$ cat config.mk
export PLATFORM = sky130hd
export DESIGN_NAME = uart_bus_master
export DESIGN_NICKNAME = d
export VERILOG_FILES = /design/src/rtl/uart_bus_master_pkg.sv /design/src/rtl/uart_bus_master_rx_gap_timer.sv /design/src/rtl/uart_bus_master.sv
export SDC_FILE = /design/constraint.sdc
export NUM_CORES = 1
export LEC_CHECK = 0
export ABC_AREA = 1
export BUFFER_PORTS_ARGS = -buffer_cell sky130_fd_sc_hd__buf_2
export CORE_MARGIN = 1.5
export CORE_UTILIZATION = 40
export DETAILED_ROUTE_END_ITERATION = 16
export GPL_TIMING_DRIVEN = 0
export PLACE_DENSITY = 0.59
export SLEW_MARGIN = 20
export SYNTH_ARGS = -nofsm -noshare
export SYNTH_HDL_FRONTEND = slang
export SYNTH_SLANG_ARGS = --single-unit
$ cat constraint.sdc
create_clock -name i_clk -period 1.9 [get_ports i_clk]
set_input_delay 0.19 -clock i_clk [delete_from_list [all_inputs] [get_ports i_clk]]
set_output_delay 0.19 -clock i_clk [all_outputs]
set_load 0.02 [all_outputs]
$ cat src/rtl/uart_bus_master_pkg.sv
// Shared definitions for the UART-driven bus master: protocol byte values,
// the controller state encoding and a small state-classification helper.
package uart_bus_master_pkg;

    localparam logic [7:0] CMD_READ  = 8'h52;
    localparam logic [7:0] CMD_WRITE = 8'h57;
    localparam logic [7:0] RSP_ACK   = 8'h06;
    localparam logic [7:0] RSP_NAK   = 8'h15;

    typedef enum logic [3:0] {
        S_IDLE,
        S_AHI,
        S_ALO,
        S_LEN,
        S_GRANT,
        S_WDATA,
        S_BUS,
        S_CAPT,
        S_TXW,
        S_NEXT
    } state_t;

    // States in which an incoming byte is consumed rather than dropped.
    function automatic logic accepts_rx(input state_t s);
        return (s == S_IDLE) || (s == S_AHI) || (s == S_ALO) ||
               (s == S_LEN)  || (s == S_WDATA);
    endfunction

endpackage

$ cat src/rtl/uart_bus_master_rx_gap_timer.sv
// rx_gap_timer: idle-gap watchdog between command bytes. Down-counter that
// reloads on every received byte (or while disabled) and flags expiry when
// it reaches zero. Only instantiated when UART_BUS_MASTER_TIMEOUT_EN is set.
module rx_gap_timer #(
    parameter int TIMEOUT_CYCLES = 1_000_000
) (
    input  logic i_clk,
    input  logic i_reset,
    input  logic i_clear,
    input  logic i_enable,
    output logic o_expired
);

    localparam int               CNT_W    = $clog2(TIMEOUT_CYCLES + 1);
    localparam logic [CNT_W-1:0] CNT_LOAD = CNT_W'(TIMEOUT_CYCLES);
    localparam logic [CNT_W-1:0] CNT_ONE  = CNT_W'(1);

    logic [CNT_W-1:0] r_cnt;

    // Reload on activity or when not armed, otherwise count down to zero.
    always_ff @(posedge i_clk) begin
        if (i_reset) begin
            r_cnt <= CNT_LOAD;
        end else if (i_clear || !i_enable) begin
            r_cnt <= CNT_LOAD;
        end else if (r_cnt != '0) begin
            r_cnt <= r_cnt - CNT_ONE;
        end
    end

    assign o_expired = i_enable && !i_clear && (r_cnt == '0);

endmodule

$ cat src/rtl/uart_bus_master.sv
// uart_bus_master: byte-stream command parser that acts as a second bus
// initiator. 'W' ahi alo len data... writes and replies ACK; 'R' ahi alo len
// reads and returns len bytes; anything else in IDLE gets NAK.
// Optional: UART_BUS_MASTER_TIMEOUT_EN adds an inter-byte gap timeout that
// aborts the command with NAK.
//
// state   | meaning
// --------+-----------------------------------------------------------
// IDLE    | waiting for a command byte
// AHI/ALO | capturing address high / low byte
// LEN     | capturing length byte (0 = 256)
// GRANT   | bus requested, waiting for grant
// WDATA   | waiting for the next write data byte
// BUS     | o_cs high, waiting for ack
// CAPT    | read data registered into the reply byte
// TXW     | waiting for transmitter idle, then strobe
// NEXT    | count down / address up, pick next step
module uart_bus_master
    import uart_bus_master_pkg::*;
#(
    parameter int TIMEOUT_CYCLES = 1_000_000
) (
    input  logic        i_clk,
    input  logic        i_reset,
    input  logic [7:0]  i_rx_dat,
    input  logic        i_rx_valid,
    output logic [7:0]  o_tx_dat,
    output logic        o_tx_stb,
    input  logic        i_tx_busy,
    output logic        o_bus_req,
    input  logic        i_bus_gnt,
    output logic [15:0] o_addr,
    output logic [7:0]  o_dat,
    input  logic [7:0]  i_dat,
    output logic        o_cs,
    output logic        o_we,
    input  logic        i_ack,
    output logic        o_overrun
);

    state_t      r_state;
    state_t      w_state_nxt;
    logic        r_is_write;
    logic [15:0] r_addr;
    logic [8:0]  r_cnt;
    logic [8:0]  w_cnt_dec;
    logic [7:0]  r_wdat;
    logic        r_dat_ok;
    logic [7:0]  r_tx_dat;
    logic        r_tx_stb;
    logic        r_tx_last;
    logic        r_cs;
    logic        r_we;
    logic        r_bus_req;
    logic        r_overrun;
    logic        w_is_cmd;
    logic        w_timeout;

    assign w_cnt_dec = r_cnt - 9'd1;
    assign w_is_cmd  = (i_rx_dat == CMD_READ) || (i_rx_dat == CMD_WRITE);

`ifdef UART_BUS_MASTER_TIMEOUT_EN
    logic w_timer_en;

    assign w_timer_en = (r_state == S_AHI) || (r_state == S_ALO) ||
                        (r_state == S_LEN) || (r_state == S_WDATA);

    rx_gap_timer #(
        .TIMEOUT_CYCLES (TIMEOUT_CYCLES)
    ) u_rx_gap_timer (
        .i_clk     (i_clk),
        .i_reset   (i_reset),
        .i_clear   (i_rx_valid),
        .i_enable  (w_timer_en),
        .o_expired (w_timeout)
    );
`else
    assign w_timeout = 1'b0;
`endif

    // State register.
    always_ff @(posedge i_clk) begin
        if (i_reset) begin
            r_state <= S_IDLE;
        end else begin
            r_state <= w_state_nxt;
        end
    end

    // Next-state logic; a gap timeout overrides everything with a NAK reply.
    always_comb begin
        w_state_nxt = r_state;
        case (r_state)
            S_IDLE:  if (i_rx_valid) w_state_nxt = w_is_cmd ? S_AHI : S_TXW;
            S_AHI:   if (i_rx_valid) w_state_nxt = S_ALO;
            S_ALO:   if (i_rx_valid) w_state_nxt = S_LEN;
            S_LEN:   if (i_rx_valid) w_state_nxt = S_GRANT;
            S_GRANT: begin
                if (i_bus_gnt) begin
                    w_state_nxt = (r_is_write && !r_dat_ok) ? S_WDATA : S_BUS;
                end
            end
            S_WDATA: if (i_rx_valid) w_state_nxt = i_bus_gnt ? S_BUS : S_GRANT;
            S_BUS:   if (i_ack) w_state_nxt = r_is_write ? S_NEXT : S_CAPT;
            S_CAPT:  w_state_nxt = S_TXW;
            S_TXW:   if (!i_tx_busy) w_state_nxt = r_tx_last ? S_IDLE : S_NEXT;
            S_NEXT: begin
                if (w_cnt_dec != 9'd0) begin
                    if (r_is_write)     w_state_nxt = S_WDATA;
                    else if (i_bus_gnt) w_state_nxt = S_BUS;
                    else                w_state_nxt = S_GRANT;
                end else begin
                    w_state_nxt = r_is_write ? S_TXW : S_IDLE;
                end
            end
            default: w_state_nxt = S_IDLE;
        endcase
        if (w_timeout) begin
            w_state_nxt = S_TXW;
        end
    end

    // Datapath and registered outputs, decoded from the upcoming state so
    // that bus and strobe outputs come straight from flops.
    always_ff @(posedge i_clk) begin
        if (i_reset) begin
            r_is_write <= 1'b0;
            r_addr     <= 16'h0000;
            r_cnt      <= 9'd0;
            r_wdat     <= 8'h00;
            r_dat_ok   <= 1'b0;
            r_tx_dat   <= 8'h00;
            r_tx_stb   <= 1'b0;
            r_tx_last  <= 1'b0;
            r_cs       <= 1'b0;
            r_we       <= 1'b0;
            r_bus_req  <= 1'b0;
            r_overrun  <= 1'b0;
        end else begin
            r_cs     <= (w_state_nxt == S_BUS);
            r_we     <= (w_state_nxt == S_BUS) && r_is_write;
            r_tx_stb <= (r_state == S_TXW) && !i_tx_busy;

            if (w_timeout || (w_state_nxt == S_IDLE)) begin
                r_bus_req <= 1'b0;
            end else if (w_state_nxt == S_GRANT) begin
                r_bus_req <= 1'b1;
            end

            if (i_rx_valid && !accepts_rx(r_state)) begin
                r_overrun <= 1'b1;
            end

            case (r_state)
                S_IDLE: begin
                    if (i_rx_valid) begin
                        if (w_is_cmd) begin
                            r_is_write <= (i_rx_dat == CMD_WRITE);
                            r_overrun  <= 1'b0;
                        end else begin
                            r_tx_dat  <= RSP_NAK;
                            r_tx_last <= 1'b1;
                        end
                    end
                end
                S_AHI: if (i_rx_valid) r_addr[15:8] <= i_rx_dat;
                S_ALO: if (i_rx_valid) r_addr[7:0]  <= i_rx_dat;
                S_LEN: begin
                    if (i_rx_valid) begin
                        r_cnt    <= (i_rx_dat == 8'h00) ? 9'd256 : {1'b0, i_rx_dat};
                        r_dat_ok <= 1'b0;
                    end
                end
                S_WDATA: begin
                    if (i_rx_valid) begin
                        r_wdat   <= i_rx_dat;
                        r_dat_ok <= 1'b1;
                    end
                end
                S_CAPT: begin
                    r_tx_dat  <= i_dat;
                    r_tx_last <= 1'b0;
                end
                S_NEXT: begin
                    r_cnt    <= w_cnt_dec;
                    r_addr   <= r_addr + 16'd1;
                    r_dat_ok <= 1'b0;
                    if ((w_cnt_dec == 9'd0) && r_is_write) begin
                        r_tx_dat  <= RSP_ACK;
                        r_tx_last <= 1'b1;
                    end
                end
                default: ;
            endcase

            if (w_timeout) begin
                r_tx_dat  <= RSP_NAK;
                r_tx_last <= 1'b1;
            end
        end
    end

    assign o_tx_dat  = r_tx_dat;
    assign o_tx_stb  = r_tx_stb;
    assign o_bus_req = r_bus_req;
    assign o_addr    = r_addr;
    assign o_dat     = r_wdat;
    assign o_cs      = r_cs;
    assign o_we      = r_we;
    assign o_overrun = r_overrun;

endmodule
==> out/metrics.yaml <==
outcome:
  status: "finished, final reports clean"
power_and_ir_drop:
  power.internal_mw: 1.57
  p_leak_nw: 1.62
  peakVddDrop_v: 0.000298
  power_density_nw_per_um2: 641
  p_sw_share_pct: 32.4
  netSwitchingPower_uw: 753
  pwr-share-seq_pct: 51.4
  power_frac_comb_pct: 20.0
  power.share.clock_pct: 28.5
  power_mw: 2.32
final_layout:
  drive_gt1_share_pct: 24.2
  final_nets: 553
  mostFrequentLayoutCell: "nand2_1"
  stdcell_area_um2: 3620
  fillCellCount: 801
  synthToLayoutAreaGrowth_pct: 20.8
  mostFrequentLayoutCells: "116 x nand2_1, 62 x buf_2, 52 x nor2_1, 51 x inv_1, 48 x dfxtp_1"
  antenna_cells: 0
sta:
  tightestPinTransition_ns: 0.749
  period_share_pct: 96.3
  worst_slack_ns: 0.0703
  rsz0062_at_grt: "true"
  max_freq_mhz: 547
  fin_skew_ns: 0.00979
  slew_viol_final: 0
  hold_viol: 0
  fin_crit_ns: 1.83
  relSlewSlack_pct: 50.0
  setup_viol: 0
clock_network:
  clock_tree.buffer_depth: 2
  clk_pin_slew_ns: 0.10
  numClockSinks: 53
  cts_hold_buf: 0
  root_buffer: "clkbuf_8"
  clock_latency_ns: 0.32
  cts_tree: "built"
  cts_made_buffers: 5
  htreeDepth: 2
logic_synthesis:
  synthTopCellsByArea: "dfxtp_1 35%, nand2_1 15%, nor2_1 7.1%"
  ys_warn_count: 0
  synth.ff_latch_count: 53
  syn_inst: 458
  synthesis.area_um2: 3000
  synth_top_area_share_pct: 35.4
  syn_nets: 483
  synth_cell_types: 40
  synth.avg_cell_area_um2: 6.54
  ys_seq_area_share_pct: 35.4
  synth_top_area_cell: "dfxtp_1"
placed_design:
  placed_cell_area_um2: 3410
  post-dp-hpwl_mm: 6.53
  pre_cts_ws_ns: -0.205
  io_buffers: 57
  place.gp.congestion: 0.852
worst_setup_path:
  cp-start-kind: "flop"
  rr_endpoint: "o_tx_dat[7]"
  rr_worst_depth: 13
  cp.arrival_ns: 2.01
  critPathMaxFanout: 6
  r2r_slack_ns: 0.07
  crit_required_ns: 2.08
  reg2reg_from: "r_cnt[1]"
  crit_type: "reg -> reg"
  cp-end-kind: "flop"
grt:
  gr-total-overflow: 0
  grt_first_pass_wirelength_mm: 14.0
  antenna_found_initial: 0
  grt_pass1_vias: 2938
  grt_usage_pct: 23.1
  grt_max_degree: 17
route:
  ant_nets: 0
  drt_iter0_drc: 269
  drt-pass1-iter-count: 4
  wl_per_cell_um: 14.0
  vias: 3207
  drc: 0
  avgViaCountPerCell: 5.11
  drt_wl_total_mm: 8.79
die:
  num_rows: 31
  fp.dieW_um: 89.6
  dieArea_um2: 8020
  core_area_um2: 7250
  fp.dieH_um: 89.6
  ios: 59
  initial_core_util_pct: 41.3
run:
  max_cap_viol_count: 0
worst_hold_path:
  min-delay-start: "i_tx_busy"
  hp-class: "in -> reg"
  hold_depth: 2
  hold_end: "o_tx_stb"
layout make-up:
type	count	area (um^2)	share of cell area [%]
clock inverter	2	15.0	0.415
inverter	61	231	6.40
multi-input combinational	332	1710	47.3
timing repair buffer	63	334	9.23
tap	99	124	3.42
sequential	53	1070	29.5
buffer	12	62.6	1.73
clock buffer	6	72.6	2.01
through the flow:
| stage | hold WS [ns] | std cells | TNS, ns | utilization, % |
|---|---|---|---|---|
| 3_3_place_gp | 0.408 | 614 | -1.01 | 47.0 |
| 6_report | 0.0985 | 628 | 0 | 49.9 |
| 5_1_grt | 0.0982 | 628 | -0.131 | 49.9 |
| 3_5_place_dp | 0.418 | 614 | -1.50 | 47.0 |
| 4_1_cts | 0.0890 | 623 | 0 | 48.4 |
| 2_1_floorplan | 0.269 | 458 | 0 | - |
flip-flops by register name, summed over array words and instances (netlist names):
register / cells
r_is_write: 1
r_tx_last: 1
r_dat_ok: 1
o_tx_stb: 1
o_tx_dat: 8
r_cnt: 9
o_addr: 16
o_cs: 1
o_dat: 8
o_overrun: 1
r_state: 4
o_bus_req: 1
o_we: 1
power by group through the flow:
stage | Combinational, mW | Sequential (mW) | Clock (mW)
final | 0.465 | 1.19 | 0.662
after floorplan | 0.269 | 1.24 | 0
after CTS | 0.446 | 1.19 | 0.677
after detailed placement | 0.437 | 1.22 | 0
after global placement | 0.433 | 1.22 | 0
after global routing | 0.518 | 1.20 | 0.724
cells in the mapped netlist (all sizes together):
cell,instances
nand3,33
inv,61
or2,1
o211ai,5
xor2,4
buf,7
dfxtp,53
xnor2,2
a31oi,15
ha,3
clkbuf,5
nor2,67
nand3b,1
o31ai,1
a21o,1
o2111ai,1
nand2,124
o21a,1
a211o,1
a21oi,25
mux2i,1
a221oi,1
a211oi,1
o221ai,1
nor3,12
a22oi,2
nand4,9
nor4,3
o21ai,17
per-layer routing:
metal | share of wire, % | vias up | track usage, % | wire length (um)
met5 | 0 | - | 0 | 0
met4 | 2.1 | 0 | 8.53 | 184
met3 | 5.0 | 14 | 4.62 | 443
met2 | 48 | 87 | 39.1 | 4230
met1 | 45 | 1476 | 29.0 | 3930
li1 | - | 1630 | - | -
worst max-delay path, cell delays in order, from the launching register on:
cell and delay, ns:
dfxtp_2 0.35, inv_2 0.08, ha_4 0.16, inv_1 0.04
nand2_1 0.06, nand2_2 0.07, nor2_2 0.10, nand3_2 0.13
nor3_4 0.23, nand4_1 0.13, nand2_2 0.16, inv_4 0.07
nand2_1 0.07, a21oi_2 0.05
repair_timing:
action / 4_1_cts / 5_1_grt
setup endpoints to repair: 11 / 25
setup buffers: 1 / 5
gates resized for setup: 4 / 21
pin swaps: 2 / 6
gates cloned: 0 / 0
logic make-up (layout without fill, tap and decap cells):
kind of cell	count (synthesis)	count (layout)	share of synthesized area, %
simple gates	250	250	37.5
buf+inv	73	144	9.73
compound gates	72	72	14.1
flops	53	53	35.4
xor+xnor	6	6	1.75
fa+ha+maj	3	3	1.25
mux	1	1	0.334
how the worst max path moves through the flow:
| stage | startpoint | end | cells after the start |
|---|---|---|---|
| after floorplan | o_addr[0] | o_addr[10] | 9 |
| after global routing | r_state[1] | o_bus_req | 11 |
| after global placement | r_cnt[0] | o_tx_dat[7] | 13 |
| after CTS | r_cnt[0] | o_tx_dat[7] | 13 |
| final | r_cnt[1] | o_tx_dat[7] | 13 |
| after detailed placement | r_cnt[0] | o_tx_dat[7] | 13 |
No activity file was read; power rests on OpenSTA's default activity.
